`src/rtl/count_channel_sequencer_if.sv`:
```
// Command/counter/FIFO bundle around the measurement sequencer.
// master: command decoder, counter and FIFO side. slave: the sequencer.
interface count_channel_sequencer_if #(
  parameter int CW = 23
);
  logic          cmd_valid;
  logic [3:0]    cmd;
  logic [1:0]    chan_en;
  logic          fallingedge;
  logic [CW-1:0] count_p;
  logic [CW-1:0] count_m;
  logic          fifo_full;
  logic          count_mode;
  logic          enable1;
  logic          enable2;
  logic          fifo_wr_en;
  logic [CW:0]   fifo_data;
  logic          busy;
  logic          overflow;

  modport master (
    output cmd_valid, cmd, chan_en, fallingedge, count_p, count_m, fifo_full,
    input  count_mode, enable1, enable2, fifo_wr_en, fifo_data, busy, overflow
  );

  modport slave (
    input  cmd_valid, cmd, chan_en, fallingedge, count_p, count_m, fifo_full,
    output count_mode, enable1, enable2, fifo_wr_en, fifo_data, busy, overflow
  );
endinterface

```
`src/rtl/count_channel_sequencer.sv`:
```
// Channel scheduler for the pulse-counting datapath: settle, average 2^AVG_LOG2
// (count_p - count_m) results per visit and push one {channel, mean} word per visit.
module count_channel_sequencer #(
  parameter int CW       = 23,
  parameter int SETTLE   = 2,
  parameter int AVG_LOG2 = 2
) (
  input logic clk,
  input logic reset,
  count_channel_sequencer_if.slave bus
);
  localparam int ACW = CW + 1 + AVG_LOG2;
  localparam int SW  = (SETTLE > 0) ? $clog2(SETTLE + 1) : 1;
  localparam logic [AVG_LOG2:0] N_LAST = (AVG_LOG2 + 1)'((1 << AVG_LOG2) - 1);
  localparam logic signed [ACW-1:0] SAT_MAX = {{(AVG_LOG2 + 2){1'b0}}, {(CW - 1){1'b1}}};
  localparam logic signed [ACW-1:0] SAT_MIN = {{(AVG_LOG2 + 2){1'b1}}, {(CW - 1){1'b0}}};

  localparam logic [3:0] C_START  = 4'd1;
  localparam logic [3:0] C_SINGLE = 4'd2;
  localparam logic [3:0] C_STOP   = 4'd3;
  localparam logic [3:0] C_CLR    = 4'd4;

  typedef enum logic [1:0] {S_IDLE, S_SETTLE, S_ACCUM, S_WRITE} state_t;

  state_t                 state;
  logic [1:0]             en_lat;
  logic                   single;
  logic                   ch;
  logic                   smp_pend;
  logic [SW-1:0]          scnt;
  logic [AVG_LOG2:0]      n;
  logic signed [ACW-1:0]  acc;

  logic signed [CW:0]     diff;
  logic signed [ACW-1:0]  shifted;
  logic [CW-1:0]          mean;
  logic                   cmd_go, cmd_stop, cmd_clr;
  logic                   first_ch, nxt_ch, last_visit;

  always_comb begin
    diff       = $signed({1'b0, bus.count_p}) - $signed({1'b0, bus.count_m});
    shifted    = acc >>> AVG_LOG2;
    if (shifted > SAT_MAX)      mean = SAT_MAX[CW-1:0];
    else if (shifted < SAT_MIN) mean = SAT_MIN[CW-1:0];
    else                        mean = shifted[CW-1:0];
    cmd_go     = bus.cmd_valid && (bus.cmd == C_START || bus.cmd == C_SINGLE);
    cmd_stop   = bus.cmd_valid && (bus.cmd == C_STOP);
    cmd_clr    = bus.cmd_valid && (bus.cmd == C_CLR);
    first_ch   = ~bus.chan_en[0];
    nxt_ch     = (en_lat == 2'b11) ? ~ch : ch;
    // a single run ends after ch1 when both are enabled, else after its only channel
    last_visit = single && (en_lat != 2'b11 || ch);
  end

  always_ff @(posedge clk or posedge reset) begin
    if (reset) begin
      state          <= S_IDLE;
      en_lat         <= 2'b00;
      single         <= 1'b0;
      ch             <= 1'b0;
      smp_pend       <= 1'b0;
      scnt           <= '0;
      n              <= '0;
      acc            <= '0;
      bus.count_mode <= 1'b0;
      bus.enable1    <= 1'b0;
      bus.enable2    <= 1'b0;
      bus.fifo_wr_en <= 1'b0;
      bus.fifo_data  <= '0;
      bus.busy       <= 1'b0;
      bus.overflow   <= 1'b0;
    end else begin
      bus.fifo_wr_en <= 1'b0;
      // counter outputs are valid the cycle after the conversion pulse
      smp_pend       <= bus.fallingedge && (state == S_ACCUM);
      if (cmd_clr) bus.overflow <= 1'b0;

      unique case (state)
        S_IDLE: begin
          if (cmd_go && bus.chan_en != 2'b00) begin
            en_lat         <= bus.chan_en;
            single         <= (bus.cmd == C_SINGLE);
            ch             <= first_ch;
            scnt           <= '0;
            state          <= S_SETTLE;
            bus.count_mode <= first_ch;
            bus.enable1    <= ~first_ch;
            bus.enable2    <= first_ch;
            bus.busy       <= 1'b1;
          end
        end
        S_SETTLE: begin
          if (SETTLE == 0 || (bus.fallingedge && int'(scnt) == SETTLE - 1)) begin
            acc   <= '0;
            n     <= '0;
            state <= S_ACCUM;
          end else if (bus.fallingedge) begin
            scnt <= scnt + 1'b1;
          end
        end
        S_ACCUM: begin
          if (smp_pend) begin
            acc <= acc + ACW'(diff);
            n   <= n + 1'b1;
            if (n == N_LAST) state <= S_WRITE;
          end
        end
        S_WRITE: begin
          if (!bus.fifo_full) begin
            bus.fifo_wr_en <= 1'b1;
            bus.fifo_data  <= {ch, mean};
          end else begin
            bus.overflow <= 1'b1;
          end
          if (last_visit) begin
            state       <= S_IDLE;
            bus.enable1 <= 1'b0;
            bus.enable2 <= 1'b0;
            bus.busy    <= 1'b0;
          end else begin
            ch             <= nxt_ch;
            scnt           <= '0;
            state          <= S_SETTLE;
            bus.count_mode <= nxt_ch;
            bus.enable1    <= ~nxt_ch;
            bus.enable2    <= nxt_ch;
          end
        end
        default: state <= S_IDLE;
      endcase

      // STOP overrides everything except the write already issued above
      if (cmd_stop) begin
        state       <= S_IDLE;
        bus.enable1 <= 1'b0;
        bus.enable2 <= 1'b0;
        bus.busy    <= 1'b0;
      end
    end
  end
endmodule

```
`src/flat_wrapper.sv`:
```
// flat-port wrapper written by rule: the top's interface ports become plain ports
module count_channel_sequencer_flat 
#(
  parameter int CW       = 23,
  parameter int SETTLE   = 2,
  parameter int AVG_LOG2 = 2
)
  (clk, reset, bus_cmd_valid, bus_cmd, bus_chan_en, bus_fallingedge, bus_count_p, bus_count_m, bus_fifo_full, bus_count_mode, bus_enable1, bus_enable2, bus_fifo_wr_en, bus_fifo_data, bus_busy, bus_overflow);
  count_channel_sequencer_if #(.CW(CW)) bus_i ();
  input logic clk;
  input logic reset;
  input wire logic [$bits(bus_i.cmd_valid)-1:0] bus_cmd_valid;
  input wire logic [$bits(bus_i.cmd)-1:0] bus_cmd;
  input wire logic [$bits(bus_i.chan_en)-1:0] bus_chan_en;
  input wire logic [$bits(bus_i.fallingedge)-1:0] bus_fallingedge;
  input wire logic [$bits(bus_i.count_p)-1:0] bus_count_p;
  input wire logic [$bits(bus_i.count_m)-1:0] bus_count_m;
  input wire logic [$bits(bus_i.fifo_full)-1:0] bus_fifo_full;
  output wire logic [$bits(bus_i.count_mode)-1:0] bus_count_mode;
  output wire logic [$bits(bus_i.enable1)-1:0] bus_enable1;
  output wire logic [$bits(bus_i.enable2)-1:0] bus_enable2;
  output wire logic [$bits(bus_i.fifo_wr_en)-1:0] bus_fifo_wr_en;
  output wire logic [$bits(bus_i.fifo_data)-1:0] bus_fifo_data;
  output wire logic [$bits(bus_i.busy)-1:0] bus_busy;
  output wire logic [$bits(bus_i.overflow)-1:0] bus_overflow;
  assign bus_i.cmd_valid = bus_cmd_valid;
  assign bus_i.cmd = bus_cmd;
  assign bus_i.chan_en = bus_chan_en;
  assign bus_i.fallingedge = bus_fallingedge;
  assign bus_i.count_p = bus_count_p;
  assign bus_i.count_m = bus_count_m;
  assign bus_i.fifo_full = bus_fifo_full;
  assign bus_count_mode = bus_i.count_mode;
  assign bus_enable1 = bus_i.enable1;
  assign bus_enable2 = bus_i.enable2;
  assign bus_fifo_wr_en = bus_i.fifo_wr_en;
  assign bus_fifo_data = bus_i.fifo_data;
  assign bus_busy = bus_i.busy;
  assign bus_overflow = bus_i.overflow;
  count_channel_sequencer #(.CW(CW), .SETTLE(SETTLE), .AVG_LOG2(AVG_LOG2)) u_core (.clk(clk), .reset(reset), .bus(bus_i));
endmodule
```
`config.mk`:
```
export PLATFORM = sky130hd
export DESIGN_NAME = count_channel_sequencer_flat
export DESIGN_NICKNAME = d
export VERILOG_FILES = /design/src/rtl/count_channel_sequencer_if.sv /design/src/rtl/count_channel_sequencer.sv /design/src/flat_wrapper.sv
export SDC_FILE = /design/constraint.sdc
export NUM_CORES = 1
export LEC_CHECK = 0
export ABC_AREA = 1
export CORE_ASPECT_RATIO = 1.5
export CORE_MARGIN = 5
export CORE_UTILIZATION = 40
export DETAILED_ROUTE_END_ITERATION = 10
export PLACE_DENSITY = 0.64
export SYNTH_ARGS = -nofsm -noshare
export SYNTH_HDL_FRONTEND = slang
export SYNTH_SLANG_ARGS = --single-unit
export TNS_END_PERCENT = 20
```
`constraint.sdc`:
```
create_clock -name clk -period 5.76 [get_ports clk]
set_clock_uncertainty 0.2 [all_clocks]
set_input_delay 0.576 -clock clk [delete_from_list [all_inputs] [get_ports clk]]
set_output_delay 0.576 -clock clk [all_outputs]
set_load 0.01 [all_outputs]
```
# After elaboration in Yosys (flattened, before gate mapping)
# Index checks and enable logic that the tools add are counted.
[totals]
regBits = 67
out_inout_bits = 30
mem_bits_ro = 0
mem_count = 0
latch_bits = 0
wordCells = 109
ram_bits = 0
input_bits = 57
[op_classes]
muxes = 40
add_sub_neg = 4
n_lt_le_gt_ge = 2
reduce_logical = 23
eq_ne = 22
n_bitwise = 4
div_mod_pow = 0
mul = 0
shift = 0
[op_table]
columns = ["cell", "n"]
rows = [
  ["$mux 26", 2],
  ["$pmux 26 s2", 1],
  ["$mux 23", 2],
  ["$add 26x24->26", 1],
  ["$gt 24x23->1 const B", 1],
  ["$lt 24x23->1 const B", 1],
  ["$sub 23x23->24", 1],
  ["$mux 2", 9],
  ["$mux 1", 17],
  ["$ne 3x1->1 const B", 4],
  ["$reduce_and 3->1", 3],
  ["$eq 2x2->1 const B", 4],
  ["$eq 4x2->1 const B", 2],
  ["$ne 2x2->1 const B", 4],
  ["$pmux 1 s2", 4],
  ["$pmux 2 s4", 1],
  ["$logic_and 1x1->1", 7],
  ["$mux 3", 2],
  ["$ne 2x1->1 const B", 3],
  ["$pmux 2 s3", 1],
  ["$pmux 3 s2", 1],
  ["$reduce_and 2->1", 3],
  ["$reduce_bool 2->1", 3],
  ["$reduce_bool 3->1", 2],
  ["12 further kinds", 16],
]

# Logic depth before layout (Yosys ltp)
# Gate-level depths: netlist of the first run.
[depth]
word_depth = 7
ltp_mapped = 23
ltp_nobuf = 23

# Least setup slack after synthesis of the first run
# OpenSTA, ideal clock, no wires.
[synth_path]
path_type = "in2reg"
from = "input port bus_count_p[0]"
to = "register u_core.acc[23]"
n_path_buf = 0
setup_time_ps = 117
arrival_ps = 3037
setup_slack_ps = 2406
path_stages = 18
required_time_ps = 5443
path_cell_list = "inv_1 ha_1 fa_1 o21ai_2 a21boi_2 o21ai_2 nand2_1 nand2_1 xor2_1 ha_1 nand2_1 inv_1 a21oi_1 o21ai_0 a21oi_1 nand3_1 nand3_1 nand2_1"
[synth_via]
elab_chain_len = 4
[synth_rtl]
columns = ["element", "line_no", "text"]
rows = [
  ["start: declaration", "flat_wrapper.sv:16", "input wire logic [$bits(bus_i.count_p)-1:0] bus_count_p;"],
  ["$sub 23x23->24", "count_channel_sequencer.sv:41", "diff = $signed({1'b0, bus.count_p}) - $signed({1'b0, bus.count_m});"],
  ["$add 26x24->26", "count_channel_sequencer.sv:103", "acc <= acc + ACW'(diff);"],
  ["$mux 26", "count_channel_sequencer.sv:102", "if (smp_pend) begin"],
  ["$pmux 26 s2", "count_channel_sequencer.sv:78", "unique case (state)"],
  ["end signal: assignment", "count_channel_sequencer.sv:103", ""],
  ["end: declaration", "count_channel_sequencer.sv:32", "logic signed [ACW-1:0] acc;"],
]
# Every way passes these cells. The select of a mux whose other input is x is not followed.
# A chain may end at the register's enable or synchronous reset.

# Worst setup path in the final report of the first run
[layout_path]
from = "input port bus_count_m[14]"
to = "register u_core.acc[21]"
[layout_via]
elab_chain_len = 4
[layout_rtl]
columns = ["element", "line_no", "text"]
rows = [
  ["start: declaration", "flat_wrapper.sv:17", "input wire logic [$bits(bus_i.count_m)-1:0] bus_count_m;"],
  ["$sub 23x23->24", "count_channel_sequencer.sv:41", ""],
  ["$add 26x24->26", "count_channel_sequencer.sv:103", ""],
  ["$mux 26", "count_channel_sequencer.sv:102", ""],
  ["$pmux 26 s2", "count_channel_sequencer.sv:78", ""],
]
# Every way passes these cells. The select of a mux whose other input is x is not followed.

==> out/results.tsv, run 1 <==
stage	metric	value	unit
synth	synthArstFlopShare	100.0	%
timing	slew_headroom	41.08	%
routing	ant_nets	0	
critical_path	critical_path_buf_inv_count	3	
floorplanning	rows	53	
global_routing	grt_start_max_net_pins	68	
cts	cts_tree	yes	
critical_path	cp_slowest_stage_delay	0.54	ns
floorplanning	die-area	16700	µm²
floorplanning	core_area	13990	µm²
finish	drive_gt1_share	4.376	%
critical_path	rr_worst_depth	7	
cts	cts_root_buffer	clkbuf_16	
timing	finalHoldWorstSlack	0.2832	ns
global_routing	antenna_found_initial	0	
finish	final-seq-area	1677	µm²
cts	hold_buffers	0	
timing	rsz0062_at_grt	no	
finish	nFillCells	1442	
routing	firstDrtPassIters	5	
synth	ys_warn_count	0	
finish	multi_input_area	3533	µm²
cts	clock_path_buffers	2	
timing	setup_slack	1.674	ns
critical_path	critPathLaunchType	input port	
floorplanning	die_w	107.2	µm
critical_path	crit_path_max_fanout	5	
critical_path	worst_path_max_delay_cell	nor4_1	
global_routing	grt_pass1_vias	5546	
timing	setup_viol	0	
routing	drc	0	
min_path	min_path_type	flop to flop	
timing	final.period_utilization	70.94	%
synth	ys_types	41	
pwr	powerDensity	449.4	nW/µm²
critical_path	worst-r2r-setup-slack	3.08	ns
cts	clk_pin_slew	0.06	ns
critical_path	startpoint	bus_count_m[14]	
finish	area_growth	24.83	%
synth	synth_edf_count	0	
flow_run	maxCapViolCount	0	
floorplanning	start_util	40.51	%
routing	routed_wl	14.98	mm
global_routing	grt_usage	18.37	%
synth	syn_area	5668	µm²
place	port_buffers	86	
timing	worstMarginPinSlew	0.8783	ns
synth	yosys.area.top_type	dfrtp_1	
pwr	p_leak	0.003589	µW
critical_path	required	5.77	ns
critical_path	cp-end-kind	flop	
cts	cts_sinks	67	
routing	dr.first_iter.drc_count	278	
cts	cts.repair.resized	0	
timing	slew_violations	0	
critical_path	crit_top_cell	nand2_1	
routing	via_count	5591	
timing	finalCriticalPeriod	4.086	ns
outcome	outcome	finished clean	
critical_path	r2r_end	u_core.n[1]	
pwr	power	3180	µW
cts	clkLatencyLatePin	0.33	ns
pwr	vdd_ir_drop_max	0.1578	mV
routing	vias_per_cell	4.952	
synth	synth-seq-cells	67	
finish	num_antenna_cells	0	
timing	finalHoldViolCount	0	
finish	nets	1048	
timing	fmax	244.7	MHz
cts	cts_buffers	9	
place	dp.cells	1113	
synth	synth_flop_cell	dfrtp_1	
timing	tns	0	ns
place	dp_hpwl	12.32	mm
finish	stdcell_count	1129	
critical_path	timing.rr.start	u_core.state[0]	
critical_path	crit_family	simple AND/OR/NAND/NOR gates	
synth	syn_avg_cell_area	6.732	µm²
global_routing	grt-ovfl-total	0	
cts	postCtsSetupBuffers	0	
synth	yosysTopAreaCellShare	29.58	%
cts	htreeDepth	3	
place	place_congestion	0.9321	
synth	seq_area_frac_synth	29.58	%
floorplanning	die-height	155.8	µm
critical_path	critical_path_class	input port to flop	
critical_path	critPathCapture	u_core.acc[21]	
global_routing	grt_pass1_wl	25.10	mm
synth	syn_inst	842	
synth	synthTopCellsByArea	dfrtp_1, nand2_1, ha_1	
routing	routedWlPerCell	13.26	µm
critical_path	worst-path-stages	18	
synth	synth_fp_nets	958	
critical_path	worstPathCellList	clkdlybuf4s50_1 -> inv_1 -> ha_1 -> nand2_1 -> nor4_1 -> nand3_1 -> nand3_1 -> xor2_1 -> ha_1 -> nand2_1 -> inv_1 -> nand2_1 -> nor3_1 -> o21ai_0 -> nand3_1 -> nand2_1 -> nand2_1 -> o21ai_1	
place	preCtsSetupSlack	1.404	ns
critical_path	critPathArrivalTime	4.10	ns
floorplanning	io-pin-count	87	
min_path	hold_depth	2	
worst min path at each step:
| stage | from | slack, ns | endpoint |
|---|---|---|---|
| floorplan | u_core.scnt[0] | 0.26 | u_core.scnt[0] |
| global placement | u_core.bus.fifo_data[21] | 0.27 | u_core.bus.fifo_data[21] |
| detailed placement | u_core.bus.fifo_data[21] | 0.27 | u_core.bus.fifo_data[21] |
| CTS | u_core.bus.fifo_data[21] | 0.29 | u_core.bus.fifo_data[21] |
| global route | u_core.bus.fifo_data[2] | 0.31 | u_core.bus.fifo_data[2] |
| finish | u_core.bus.fifo_data[9] | 0.28 | u_core.bus.fifo_data[9] |
cell usage in the layout (no fill, tap or decap), drive strengths merged, types with 6 or more instances in the layout:
| master | n |
|---|---|
| nor3 | 11 |
| nand2 | 251 |
| ha | 57 |
| o21ai | 79 |
| inv | 109 |
| xnor2 | 8 |
| clkdlybuf4s50 | 86 |
| xor2 | 14 |
| nor2 | 93 |
| nand4 | 6 |
| clkbuf | 12 |
| nand3 | 45 |
| dfrtp | 67 |
| a21oi | 56 |
state kept, by name, indices dropped and copies added (netlist names):
| register | count |
|---|---|
| u_core.acc | 26 |
| u_core.single | 1 |
| u_core.en_lat | 2 |
| u_core.n | 3 |
| u_core.smp_pend | 1 |
| u_core.bus.count_mode | 1 |
| u_core.bus.busy | 1 |
| u_core.bus.fifo_wr_en | 1 |
| u_core.bus.overflow | 1 |
| u_core.scnt | 2 |
| u_core.state | 2 |
| u_core.bus.enable1 | 1 |
| u_core.bus.enable2 | 1 |
| u_core.bus.fifo_data | 24 |
area by class of cell:
class | instances | area share [%]
flip-flops and latches | 67 | 23.70
inverters | 110 | 5.836
well taps | 192 | 3.395
multi-input cells | 655 | 49.94
repair buffers | 89 | 12.48
clock inverters | 4 | 1.026
clock buffers | 12 | 3.625
through the flow:
| step | area [µm²] | util, % |
|---|---|---|
| after global placement | 6746 | 48.22 |
| after floorplan | 5668 | - |
| after CTS | 7076 | 50.57 |
| final | 7076 | 50.57 |
| after global routing | 7076 | 50.57 |
| after detailed placement | 6746 | 48.22 |
worst register-to-register path, cell delays in order (launching register included):
cell	delay [ns]
dfrtp_1	0.40
inv_1	0.11
ha_1	0.25
inv_1	0.08
o21ai_1	0.10
nor2_2	0.20
clkinv_1	0.74
a22o_1	0.50
synth_stat cells, drive strengths merged (2+ instances only):
master / count
xnor2: 8
fa: 2
nand3: 45
nand4: 6
xor2: 14
o21bai: 4
clkbuf: 6
or2: 2
nor2: 93
a22o: 3
a21o: 2
nor4: 4
inv: 109
dfrtp: 67
o21a: 2
buf: 4
nand2: 251
a21boi: 4
o22ai: 4
ha: 57
a21oi: 56
mux2: 2
nor3: 11
o21ai: 79
metal layers:
metal	share of wire, %	global-route usage, %	wire length, µm	up-vias
met4	2.6	7.130	395	0
li1	-	-	-	2928
met2	52	34.14	7717	127
met1	42	21.56	6276	2509
met5	0	0	0	-
met3	3.9	1.615	587	27
kinds of logic (layout without fill, tap and decap cells):
| kind of cell | count (synthesis) | in the layout | share of synthesized area [%] |
|---|---|---|---|
| mux | 3 | 3 | 0.5739 |
| fa+ha+maj | 59 | 59 | 13.29 |
| buf+inv | 120 | 215 | 8.079 |
| xor+xnor | 22 | 22 | 3.400 |
| compound gates | 157 | 157 | 15.25 |
| simple gates | 414 | 414 | 29.82 |
| flops | 67 | 67 | 29.58 |
power by group:
part | switching [µW] | internal (µW)
logic | 1070 | 688
registers | 146 | 674
clock network | 198 | 402
total | 1420 | 1760
Power figures use the tool's default switching activity.
==> inputs of run 2 (changes only) <==
PLACE_DENSITY = 0.67   (was 0.64)
clock period = 3.6 ns   (was 5.76 ns; I/O delays follow)
==> out/results.tsv, run 2 (same netlist as run 1, synthesis figures left out) <==
stage	metric	value	unit
critical_path	startpoint	bus_count_m[13]	
finish	stdcell_count	1223	
routing	ant_nets	0	
cts	cts_buffers	9	
routing	vias_per_cell	4.882	
cts	clock_path_buffers	2	
floorplanning	die-height	155.8	µm
timing	slew_headroom	64.25	%
pwr	power	5649	µW
cts	cts_tree	yes	
floorplanning	die-area	16700	µm²
cts	clk_pin_slew	0.06	ns
critical_path	critical_path_class	input port to flop	
min_path	min_path_type	input port to async pin	
global_routing	grt_start_max_net_pins	31	
routing	drc	0	
global_routing	grt_pass1_vias	5786	
outcome	outcome	finished clean	
cts	cts_root_buffer	clkbuf_16	
critical_path	rr_worst_depth	9	
finish	largest_register_ff_count	26	
routing	routedWlPerCell	12.63	µm
timing	fmax	290.8	MHz
critical_path	required	3.62	ns
place	port_buffers	86	
timing	final.period_utilization	95.51	%
finish	final_cell_mix	nand2_1, inv_1, buf_4, nor2_1, clkdlybuf4s50_1	
critical_path	critPathLaunchType	input port	
critical_path	cp-end-kind	flop	
global_routing	grt_pass1_wl	25.58	mm
finish	largestRegisters	u_core.acc: 26 flops, u_core.bus.fifo_data: 24 flops, u_core.n: 3 flops	
pwr	powerDensity	704.0	nW/µm²
global_routing	grt-ovfl-total	0	
timing	finalHoldWorstSlack	0.1895	ns
place	place_congestion	0.8772	
timing	worstMarginPinSlew	0.5354	ns
critical_path	critPathArrivalTime	3.46	ns
finish	nFillCells	1353	
finish	top_register	u_core.acc	
timing	slew_violations	0	
place	preCtsSetupSlack	-0.3690	ns
place	dp.cells	1203	
floorplanning	io-pin-count	87	
routing	dr.first_iter.drc_count	236	
finish	final_core_util	57.35	%
cts	htreeDepth	3	
pwr	vdd_ir_drop_max	0.3035	mV
critical_path	r2r_end	u_core.acc[6]	
timing	setup_slack	0.1617	ns
cts	cts_sinks	67	
critical_path	worst-r2r-setup-slack	1.06	ns
timing	finalHoldViolCount	0	
finish	nets	1143	
routing	via_count	5971	
timing	setup_viol	0	
place	dp_hpwl	12.83	mm
critical_path	crit_path_max_fanout	5	
finish	final_common_cell	nand2_1	
global_routing	grt_usage	18.73	%
timing	finalCriticalPeriod	3.438	ns
floorplanning	die_w	107.2	µm
cts	clkLatencyLatePin	0.33	ns
floorplanning	rows	53	
cts	hold_buffers	0	
critical_path	timing.rr.start	u_core.state[0]	
floorplanning	core_area	13990	µm²
timing	rsz0062_at_grt	yes	
routing	firstDrtPassIters	4	
finish	area_growth	41.57	%
pwr	p_leak	0.004076	µW
flow_run	maxCapViolCount	0	
global_routing	antenna_found_initial	0	
floorplanning	start_util	40.51	%
finish	num_antenna_cells	0	
finish	drive_gt1_share	17.36	%
routing	routed_wl	15.45	mm
## run 2: where the power goes
part | switching, µW | internal [µW]
logic | 1850 | 1490
clock network | 319 | 674
registers | 243 | 1080
total | 2410 | 3240
## run 2: layout make-up
class	instances	area (µm²)	share of cell area [%]
clock buffer	9	225.2	2.807
inverter	110	412.9	5.146
multi-input combinational	655	3755	46.80
clock inverter	6	115.1	1.435
sequential	67	1677	20.90
tap	192	240.2	2.994
timing repair buffer	184	1599	19.93
## run 2: layer usage
| metal | global-route usage, % | vias up | wire length [µm] |
|---|---|---|---|
| li1 | - | 3116 | - |
| met1 | 21.08 | 2699 | 6320 |
| met2 | 35.15 | 124 | 8114 |
| met3 | 2.070 | 32 | 523 |
| met4 | 8.044 | 0 | 486 |
| met5 | 0 | - | 0 |
## run 2: through the flow
| stage | TNS, ns | cell area, µm² |
|---|---|---|
| final | 0 | 8024 |
| after global routing | -0.1107 | 8024 |
| after CTS | 0 | 7765 |
| after detailed placement | -2.500 | 7422 |
| after global placement | -1.852 | 7422 |
| after floorplan | 0 | 5668 |
## run 2: worst max-delay path by stage
stage | endpoint | slack, ns
after floorplan | u_core.acc[23] | 0.46
after CTS | u_core.acc[21] | 0.05
after detailed placement | u_core.acc[21] | -0.37
final | u_core.acc[21] | 0.16
after global routing | u_core.acc[25] | -0.04
after global placement | u_core.acc[21] | -0.33
## run 2: repair_timing
item                                    4_1_cts  5_1_grt
hold endpoints to repair                      0        0
pin swaps                                     0       19
resized for setup                             1       51
endpoints found under the setup margin        1       12
buffers inserted                              0        5
## run 2: worst max-delay path: stages
cell and delay, ns:
clkdlybuf4s50_1 0.45, inv_1 0.04, ha_1 0.31, buf_4 0.16, a21oi_2 0.16, o21ai_0 0.12, a21oi_1 0.19, o21ai_2 0.13
nand2_1 0.08, nand2_1 0.05, xor2_1 0.14, ha_1 0.36, nand2_1 0.11, inv_1 0.11, nand2_2 0.09, nor3_2 0.16
nand3_1 0.11, nand3_1 0.14, nand2_1 0.06, nand2_1 0.07, o21ai_2 0.06
==> variant: new RTL, flow settings as in run 1 <==
Encoding of `state_t`: now one-hot (4 bits for 4 states).
--- a/src/rtl/count_channel_sequencer.sv
+++ b/src/rtl/count_channel_sequencer.sv
@@ -21,5 +21,5 @@
   localparam logic [3:0] C_CLR    = 4'd4;
 
-  typedef enum logic [1:0] {S_IDLE, S_SETTLE, S_ACCUM, S_WRITE} state_t;
+  typedef enum logic [3:0] {S_IDLE = 4'b0001, S_SETTLE = 4'b0010, S_ACCUM = 4'b0100, S_WRITE = 4'b1000} state_t;
 
   state_t                 state;
Formal check against the unedited RTL: same outputs for any inputs over 10 cycles, from zero or initial values and one cycle with reset high; not proved beyond that.
==> variant against run 1 <==
Final area rose by 2.9%; fmax fell by 6.9%; area after synthesis rose by 4.2%; synthesized cell count rose by 6.5%; via count rose by 5.0%; sequential cell count rose by 2; routed wire length rose by 10%; setup slack got worse by 0.30 ns; sequential share of layout area barely moved; register-to-register slack improved by 0.26 ns; critical path type unchanged; critical endpoint unchanged; largest cell class unchanged.
Power is not compared: it rests on default switching activity, and its combinational part moved more than twofold at a synthesized area within 25%.
==> variant: results (changes against run 1) <==
Outcome:
- Run status: finished clean (unchanged).

Min path:
- The startpoint of the lowest-slack hold path is u_core.en_lat[1] (was u_core.bus.fifo_data[9]).

Global routing:
- The maximum number of pins on one net before global-route repair is 70 (was 68).
- The global-route wire length before repair was 27300 um (was 25100 um).

Route:
- The routed via count divided by cell count is 4.95 (about the same).
- The routed length per instance came to 13.9 um (was 13.3 um).
- The number of violations reported at the end of detailed-routing iteration 0 came to 240 (was 278).
- The number of detailed-route iterations in the first pass was 4 (was 5).

Setup path:
- The slowest library cell on the worst path is sky130_fd_sc_hd__clkdlybuf4s50_1 (was sky130_fd_sc_hd__nor4_1).
- The worst setup path startpoint is bus_count_p[0] (was bus_count_m[14]).
- The start of the worst register-to-register path is u_core.acc[0] (was u_core.state[0]).
- The stage delay of the slowest cell on the critical path was 0.45 ns (was 0.54 ns).

Final layout:
- The number of nets in the finished design is 1096 (was 1048).
- The proportion of layout cells with a drive suffix above 1 is 3.84% (was 4.38%).
- Biggest registers after layout: u_core.acc (26), u_core.bus.fifo_data (24), u_core.state (4) (was u_core.acc (26), u_core.bus.fifo_data (24), u_core.n (3)).

Synthesis:
- Largest cells by area after synthesis: sky130_fd_sc_hd__dfrtp_1, sky130_fd_sc_hd__nand2_1, sky130_fd_sc_hd__ha_1 (unchanged).
- The synthesized net count is 1008 (was 958).
- Top post-synthesis cells by count: sky130_fd_sc_hd__nand2_1, sky130_fd_sc_hd__inv_1, sky130_fd_sc_hd__nor2_1 (unchanged).
- The sequential cell area fraction in the yosys report was 29.3% (was 29.6%).
- The number of unique standard cell types used by synthesis is 38 (was 41).

Placed design:
- The placed standard-cell area is 0.00697 mm2 (was 0.00675 mm2).
- The half-perimeter wire length after placement is 13700 um (was 12300 um).
- The placer congestion estimate is 0.953 (was 0.932).
- The post-placement setup slack is 1.03 ns (was 1.40 ns).

Timing:
- The hold violation total from the final report is 0 (unchanged).
- The slew at the pin closest to its max-slew limit came to 0.904 ns (was 0.878 ns).
==> variant: cell count changes after synthesis, sizes merged, moves of 3 or more <==
cell and delta:
a21oi -5, xnor2 +5, ha -5, o21ai +14, inv +24, a31oi +4, nand2 -3, a21boi -3
nor2 +24, nand4 +4
==> variant: kinds of logic (layout without fill, tap and decap cells) <==
kind of cell               after synthesis  count (layout)  share of synthesized area, %
AOI/OAI and AO/OA                      169             169                          15.4
xor gates and xnor gates                25              25                          3.71
adders and majority gates               54              54                          11.7
buffers and inverters                  145             238                          9.56
DFF                                     69              69                          29.3
muxes                                    1               1                         0.191
and+or+nand+nor                        434             434                          30.2
==> variant: worst min-delay path, delay by kind of cell, from the launching register on <==
family           cells  cell delay [ns]
AND/OR/NAND/NOR      2             0.10
flip-flops           1             0.34
==> variant: worst paths after layout <==
check | endpoint | cells past startpoint | slack [ns]
max reg2reg | u_core.acc[14] | 15 | 3.34
max | u_core.acc[21] | 18 | 1.37
min | u_core.en_lat[1] | 2 | 0.28
min reg2reg | u_core.en_lat[1] | 2 | 0.28
max in group asynchronous | u_core.bus.fifo_data[4] | 3 | 4.13
min in group asynchronous | u_core.bus.fifo_data[17] | 3 | 0.62
==> variant: layout make-up <==
cell class	count	area, um2
fillers	1523	7240
clock buffers	11	253
well taps	196	245
repair buffers	89	883
inverters	133	502
clock inverters	5	58.8
flip-flops and latches	69	1730
multi-input cells	683	3610
==> variant: power by group <==
part | internal, uW | switching [uW]
Combinational | 224 | 364
Clock | 359 | 209
Sequential | 526 | 26.6
Total | 1110 | 599
==> variant: through the flow <==
stage                     instances  util, %  power, uW
after detailed placement       1170     48.0       1150
final                          1186     50.1       1710
after floorplan                 897        -        966
after global routing           1186     50.1       1820
after CTS                      1186     50.1       1730
after global placement         1170     48.0       1150
==> variant: layer usage <==
layer / global-route usage, % / wire length (um) / vias up / part of all wire (%)
met4: 9.30 / 733 / 0 / 4.4
met3: 2.36 / 641 / 37 / 3.9
li1: - / - / 3072 / -
met1: 21.2 / 6480 / 2634 / 39
met5: 0 / 0 / - / 0
met2: 36.1 / 8640 / 129 / 52
